==> src/rtl/rtc_time_cnt.sv <==
`default_nettype none
// ============================================================================
// Module   : rtc_time_cnt
// Brief    : Settable time-of-day counter (hour/minute/second) with a
//            programmable one-second prescaler, run/pause, range-checked
//            full-time load, per-field manual adjust, and carry pulses.
//            Optional alarm compare enabled by macro TIME_CNT_ALARM_EN.
// Revision : 1.0 - initial release
// ============================================================================
module rtc_time_cnt #(
    parameter int CNT_1S_MAX = 49_999_999,
    parameter int CNT_W      = 26,
    parameter int HOUR_MAX   = 23
) (
    input  logic       clk,
    input  logic       rst,
    input  logic       en,
    input  logic       load,
    input  logic [5:0] load_hour,
    input  logic [5:0] load_minute,
    input  logic [5:0] load_second,
    input  logic [1:0] adj_sel,
    input  logic       adj_inc,
`ifdef TIME_CNT_ALARM_EN
    input  logic       alarm_set,
    input  logic [5:0] alarm_hour,
    input  logic [5:0] alarm_minute,
    output logic       alarm_hit,
`endif
    output logic [5:0] hour,
    output logic [5:0] minute,
    output logic [5:0] second,
    output logic       tick_1s,
    output logic       day_wrap,
    output logic       load_err
);

    localparam logic [CNT_W-1:0] c_PRESC_MAX = CNT_W'(CNT_1S_MAX);
    localparam logic [5:0]       c_HOUR_MAX  = 6'(HOUR_MAX);
    localparam logic [5:0]       c_MS_MAX    = 6'd59;

    logic [CNT_W-1:0] r_presc;
    logic [5:0]       r_hour;
    logic [5:0]       r_minute;
    logic [5:0]       r_second;
    logic             r_tick;
    logic             r_wrap;
    logic             r_err;

    logic [CNT_W-1:0] w_presc_nxt;
    logic [5:0]       w_hour_nxt;
    logic [5:0]       w_minute_nxt;
    logic [5:0]       w_second_nxt;
    logic             w_tick_nxt;
    logic             w_wrap_nxt;
    logic             w_err_nxt;

    logic             w_load_ok;
    logic             w_adj;

    assign w_load_ok = (load_hour <= c_HOUR_MAX) && (load_minute <= c_MS_MAX)
                    && (load_second <= c_MS_MAX);
    // A select of 0 means no field, so the pulse is not an event at all
    assign w_adj     = adj_inc && (adj_sel != 2'd0);

    // Next-state: load beats adjust beats the natural count
    always_comb begin
        w_presc_nxt  = r_presc;
        w_hour_nxt   = r_hour;
        w_minute_nxt = r_minute;
        w_second_nxt = r_second;
        w_tick_nxt   = 1'b0;
        w_wrap_nxt   = 1'b0;
        w_err_nxt    = 1'b0;

        if (load) begin
            // A rejected load freezes everything, including the prescaler
            if (w_load_ok) begin
                w_hour_nxt   = load_hour;
                w_minute_nxt = load_minute;
                w_second_nxt = load_second;
                w_presc_nxt  = '0;
            end else begin
                w_err_nxt    = 1'b1;
            end
        end else if (w_adj) begin
            // Prescaler is left untouched so a terminal count slips by one cycle
            case (adj_sel)
                2'd1:    w_second_nxt = (r_second == c_MS_MAX)   ? 6'd0 : r_second + 6'd1;
                2'd2:    w_minute_nxt = (r_minute == c_MS_MAX)   ? 6'd0 : r_minute + 6'd1;
                2'd3:    w_hour_nxt   = (r_hour   == c_HOUR_MAX) ? 6'd0 : r_hour   + 6'd1;
                default: ;
            endcase
        end else if (en) begin
            if (r_presc == c_PRESC_MAX) begin
                w_presc_nxt = '0;
                w_tick_nxt  = 1'b1;
                if (r_second == c_MS_MAX) begin
                    w_second_nxt = 6'd0;
                    if (r_minute == c_MS_MAX) begin
                        w_minute_nxt = 6'd0;
                        if (r_hour == c_HOUR_MAX) begin
                            w_hour_nxt = 6'd0;
                            w_wrap_nxt = 1'b1;
                        end else begin
                            w_hour_nxt = r_hour + 6'd1;
                        end
                    end else begin
                        w_minute_nxt = r_minute + 6'd1;
                    end
                end else begin
                    w_second_nxt = r_second + 6'd1;
                end
            end else begin
                w_presc_nxt = r_presc + 1'b1;
            end
        end
    end

    // Time, prescaler and event pulse registers
    always_ff @(posedge clk or negedge rst) begin
        if (!rst) begin
            r_presc  <= '0;
            r_hour   <= 6'd0;
            r_minute <= 6'd0;
            r_second <= 6'd0;
            r_tick   <= 1'b0;
            r_wrap   <= 1'b0;
            r_err    <= 1'b0;
        end else begin
            r_presc  <= w_presc_nxt;
            r_hour   <= w_hour_nxt;
            r_minute <= w_minute_nxt;
            r_second <= w_second_nxt;
            r_tick   <= w_tick_nxt;
            r_wrap   <= w_wrap_nxt;
            r_err    <= w_err_nxt;
        end
    end

    assign hour     = r_hour;
    assign minute   = r_minute;
    assign second   = r_second;
    assign tick_1s  = r_tick;
    assign day_wrap = r_wrap;
    assign load_err = r_err;

`ifdef TIME_CNT_ALARM_EN
    logic [5:0] r_alarm_hour;
    logic [5:0] r_alarm_minute;
    logic       r_alarm_arm;
    logic       r_alarm_hit;
    logic       w_alarm_ok;
    logic       w_alarm_hit_nxt;

    assign w_alarm_ok = (alarm_hour <= c_HOUR_MAX) && (alarm_minute <= c_MS_MAX);

    // Only a natural advance carries w_tick_nxt, so load/adjust never match
    assign w_alarm_hit_nxt = r_alarm_arm && w_tick_nxt
                          && (w_hour_nxt   == r_alarm_hour)
                          && (w_minute_nxt == r_alarm_minute)
                          && (w_second_nxt == 6'd0);

    // Alarm time latch, arm flag and hit pulse
    always_ff @(posedge clk or negedge rst) begin
        if (!rst) begin
            r_alarm_hour   <= 6'd0;
            r_alarm_minute <= 6'd0;
            r_alarm_arm    <= 1'b0;
            r_alarm_hit    <= 1'b0;
        end else begin
            if (alarm_set && w_alarm_ok) begin
                r_alarm_hour   <= alarm_hour;
                r_alarm_minute <= alarm_minute;
                r_alarm_arm    <= 1'b1;
            end
            r_alarm_hit <= w_alarm_hit_nxt;
        end
    end

    assign alarm_hit = r_alarm_hit;
`endif

endmodule
`default_nettype wire

==> config.mk <==
export PLATFORM = sky130hd
export DESIGN_NAME = rtc_time_cnt
export DESIGN_NICKNAME = d
export VERILOG_FILES = /design/src/rtl/rtc_time_cnt.sv
export SDC_FILE = /design/constraint.sdc
export NUM_CORES = 1
export LEC_CHECK = 0
export CAP_MARGIN = 20
export CORE_ASPECT_RATIO = 1.2
export CORE_MARGIN = 1.5
export CORE_UTILIZATION = 58
export CTS_CLUSTER_SIZE = 40
export DETAILED_ROUTE_END_ITERATION = 12
export PLACE_DENSITY = 0.85
export SYNTH_ARGS = -nofsm -noshare
export SYNTH_HDL_FRONTEND = slang
export SYNTH_SLANG_ARGS = --single-unit
==> constraint.sdc <==
create_clock -name clk -period 3.3 [get_ports clk]
set_input_delay 0.33 -clock clk [delete_from_list [all_inputs] [get_ports clk]]
set_output_delay 0.33 -clock clk [all_outputs]
set_load 0.03 [all_outputs]
Word level (Yosys, flattened, before mapping)
Cells that the tools add are included.

operators by class
  $add $sub $neg = 4
  magnitude comparators = 3
  equality and inequality tests = 12
  mux-type cells = 42
  reduce and logical (&&, ||, !) cells = 13

operator list
  operator                 count
  $mux W6                  24
  $mux W26                 5
  $add A26 B1 Y26 const B  1
  $eq A26 B26 Y1 const B   1
  $add A6 B1 Y6 const B    3
  $mux W1                  13
  $eq A6 B6 Y1 const B     2
  $le A6 B6 Y1 const B     2
  $reduce_bool A3 Y1       4
  $ne A3 B2 Y1 const B     3
  $eq A6 B5 Y1 const B     1
  $le A6 B5 Y1 const B     1
  $reduce_and A6 Y1        1
  $reduce_and A5 Y1        1
  $eq A2 B2 Y1 const B     2
  $reduce_and A4 Y1        1
  $reduce_bool A2 Y1       2
  $logic_and A1 B1 Y1      3
  $reduce_and A3 Y1        1
  $eq A2 B1 Y1 const B     1
  $ne A2 B1 Y1 const B     1
  $ne A2 B2 Y1 const B     1

word-level totals
  bits in registers = 47
  input port bits = 25
  output and inout bits = 21
  word-level logic and storage cells = 81

Depth between registers and ports, before layout
  depth in word-level cells = 8
  mapped depth = 8
  depth with buffers taken out = 7

Least setup slack after synthesis
No wires, ideal clock.

  kind = register -> register
  start = register r_second[0], in the netlist second[0]
  end = register r_minute[5], in the netlist minute[5]
  library setup time = 0.069 ns
  arrival = 2.283 ns
  required time = 3.231 ns
  path slack = 0.948 ns
  cell stages (with the launch flop) = 9
  path buffers = 1
  period minus slack after synthesis = 2.352 ns
  cells stage by stage = dfrtp_1 > ha_1 > nor2b_1 > and4_1 > clkbuf_1 > nand4_1 > a211o_1 > or4_1 > nand3_1

between the ends
  longest elaborated chain between the ends = 3

ends and longest elaborated chain
  what                          line  source
  start: declaration            45    logic [5:0] r_second;
  start signal: assignment      134   r_second <= w_second_nxt;
  $eq A6 B6 Y1                  98    if (r_second == c_MS_MAX) begin
  $reduce_bool A3 Y1 (no line)  -
  $reduce_and A5 Y1 (no line)   -
  end signal: assignment        133   r_minute <= w_minute_nxt;
  end: declaration              44    logic [5:0] r_minute;

No other way between the ends.
A chain may end at the register's enable or synchronous reset.

Worst setup path in the final report
  start = register r_minute[0], in the netlist minute[0]
  end = register r_hour[4], in the netlist hour[4]

between the ends
  longest elaborated chain between the ends = 3

ends and longest elaborated chain
  what                          line  source
  $eq A6 B6 Y1                  100   if (r_minute == c_MS_MAX) begin
  $reduce_bool A3 Y1 (no line)  -
  $reduce_and A6 Y1 (no line)   -
  end signal: assignment        132   r_hour <= w_hour_nxt;
  end: declaration              43    logic [5:0] r_hour;

No other way between the ends.

==> results.tsv <==
stage	metric	value	unit
global_routing	groute.usage.overall	29.4	%
timing	period_share	78.9	%
synth	synth_top_area_cell	dfrtp_1	
timing	finalMaxSlewViolations	0	
global_routing	grt_max_degree	48	
floorplan	num_io_pins	46	
synth	synthTopCellsByArea	dfrtp_1 (41%), o21ai_0 (6.9%), nand2_1 (6.2%)	
critical_path	path_class	flip-flop to flip-flop	
synth	synth_seq_cells	47	
floorplan	initial_utilization	59.5	%
synth	synth_warnings	0	
layout	final_common_cell	nand2_1	
timing	relSlewSlack	45.7	%
timing	holdWs	0.419	ns
synth	synth_mux_area_share	2.68	%
layout	final_nets	409	
synth	async_flop_share	100	%
routing	wl_per_cell	17.0	um
routing	vias_per_cell	6.54	
place	place.gp.congestion	0.837	
place	preCtsSetupSlack	0.672	ns
critical_path	crit_required	3.49	ns
synth	synth_ff_type	dfrtp_1	
synth	synth_top_family_by_area	simple AND/OR/NAND/NOR gates	
routing	drt_iter0_markers	205	
synth	synth-simple-area-share	29.3	%
clocking	ctsLongestPathBuffers	2	
synth	synth.net_count	364	
routing	vias	2877	
routing	postRouteAntennaNets	0	
timing	rsz0062_at_grt	no	
critical_path	cp_max_fo	8	
routing	wl	7470	um
timing	finalSetupTns	0	ns
clocking	cts_made_buffers	5	
timing	min_period	2.60	ns
timing	hold_viol	0	
routing	drcViolationCount	0	
floorplan	die_w	67.5	um
place	post-dp-hpwl	5370	um
synth	syn_area_per_cell	8.65	um2
critical_path	crit_chain	ha_1 -> nor2b_1 -> nand4_1 -> a2bb2oi_1 -> a21oi_1 -> o21ai_0 -> mux2_2	
layout	final_cell_mix	nand2_1 (48), dfrtp_1 (47), clkdlybuf4s50_1 (44)	
synth	synth-compound-area-share	21.1	%
clocking	path_clk_slew	0.09	ns
synth	syn_inst	335	
place	io_buffers	45	
floorplan	die_area	0.00543	mm2
clocking	htreeDepth	2	
critical_path	cpPeakStageDelay	0.51	ns
global_routing	antenna_found_initial	0	
critical_path	crit_family	compound AO/OA/AOI/OAI gates	
timing	worst_pin_slew	0.811	ns
synth	synth_area	0.00290	mm2
floorplan	std_cell_rows	28	
critical_path	crit_slowest_cell	o21ai_0	
power	powerDensity	488	mW/mm2
routing	drt_pass1_iterations	5	
synth	synth_cell_types	56	
global_routing	grt_pass1_vias	2681	
clocking	post_cts_resized	0	
layout	fillCellCount	404	
clocking	clock-sinks	47	
synth	synth-edff-count	0	
flow_run	drv_cap	0	
timing	clock-skew-final	0.0112	ns
status	outcome	complete, no violations	
clocking	cts_tree	done	
layout	area_delta_synth_final	20.5	%
timing	setup_ws	0.696	ns
synth	seq_area_frac_synth	40.6	%
timing	max_freq	384	MHz
critical_path	critPathCaptureType	flip-flop	
critical_path	crit_arrival	2.79	ns
layout	antenna_cells	0	
worst_hold_path	hp-class	input port to async pin	
layout	drive_gt1_share	8.16	%
synth	synth-adder-area-share	1.73	%
layout	fin_util	71.7	%
floorplan	die-height	80.4	um
power	worst_ir_drop_vdd	0.367	mV
floorplan	coreArea	0.00487	mm2
clocking	clk_latency	0.31	ns
critical_path	cp_num_buf_inv	0	
synth	synth_top_area_share	40.6	%
global_routing	grt_overflow	0	
timing	setup_viol	0	
global_routing	grt_pass1_wl	12300	um
clocking	root_buffer	clkbuf_8	
synth	synth_xor_area_share	1.81	%
power	leakage	1.35	nW
critical_path	startpoint_type	flip-flop	
==> per-stage QoR <==
step	std cells	area (um2)	total power (W)
2_1_floorplan	335	2900	0.00110
3_3_place_gp	431	3380	0.00133
3_5_place_dp	431	3380	0.00135
4_1_cts	438	3460	0.00171
5_1_grt	440	3490	0.00179
6_report	440	3490	0.00170
==> cell usage after synthesis (3+ instances only) <==
library cell	n
a21oi_1	14
a31oi_1	7
and2_1	3
and3_1	3
and3_2	3
and4_1	4
buf_6	3
clkbuf_1	8
dfrtp_1	47
ha_1	4
mux2_2	6
nand2_1	48
nand3_1	22
nand4_1	13
nor2_1	21
nor2b_1	6
nor3_1	10
nor4_1	3
nor4b_1	4
o21ai_0	40
o31ai_1	8
or4_1	6
xnor2_1	4
==> path summary, 6_finish.rpt <==
path	startpoint	to	slack [ns]	depth (start not counted)
min in group clk	r_presc[15]	r_presc[15]	0.51	1
max	minute[0]	hour[4]	0.70	7
max reg2reg	minute[0]	hour[4]	0.70	7
min	rst	minute[4]	0.42	2
max in group asynchronous	rst	r_presc[15]	2.40	3
min reg2reg	r_presc[15]	r_presc[15]	0.51	1
==> area by class of cell <==
type | instances | area (um2) | share of cell area [%]
tap | 60 | 75.1 | 2.15
clock buffer | 6 | 82.6 | 2.36
timing repair buffer | 51 | 505 | 14.5
multi-input combinational | 273 | 1640 | 47.0
clock inverter | 1 | 5.00 | 0.143
inverter | 2 | 7.51 | 0.215
sequential | 47 | 1180 | 33.7
==> power breakdown <==
part / internal, W / switching [W]
Combinational: 0.000264 / 0.000321
Sequential: 0.000650 / 0.000106
Clock: 0.000165 / 0.000197
Total: 0.00108 / 0.000624
==> flip-flops by register name, indices dropped and copies added, names as in the netlist <==
register	flops
day_wrap	1
hour	6
tick_1s	1
load_err	1
r_presc	26
minute	6
second	6
==> per-layer routing <==
metal | share of wire (%) | GRT usage (%) | vias up
li1 | - | - | 1366
met1 | 43 | 37.0 | 1394
met2 | 50 | 49.3 | 97
met3 | 4.2 | 4.34 | 20
met4 | 2.6 | 12.4 | 0
met5 | 0 | 0 | -
==> logic make-up after synthesis <==
group                      after synthesis
buffers and inverters                   15
xor gates and xnor gates                 6
muxes                                    7
and+or+nand+nor                        160
DFF                                     47
adders and majority gates                4
AOI/OAI and AO/OA                       96
==> repair_timing <==
item	4_1_cts	5_1_grt
buffers inserted	0	0
hold buffers	0	1
setup endpoints to repair	0	0
endpoints found under the hold margin	0	9
Note: power is estimated with default switching activity, not from simulation.
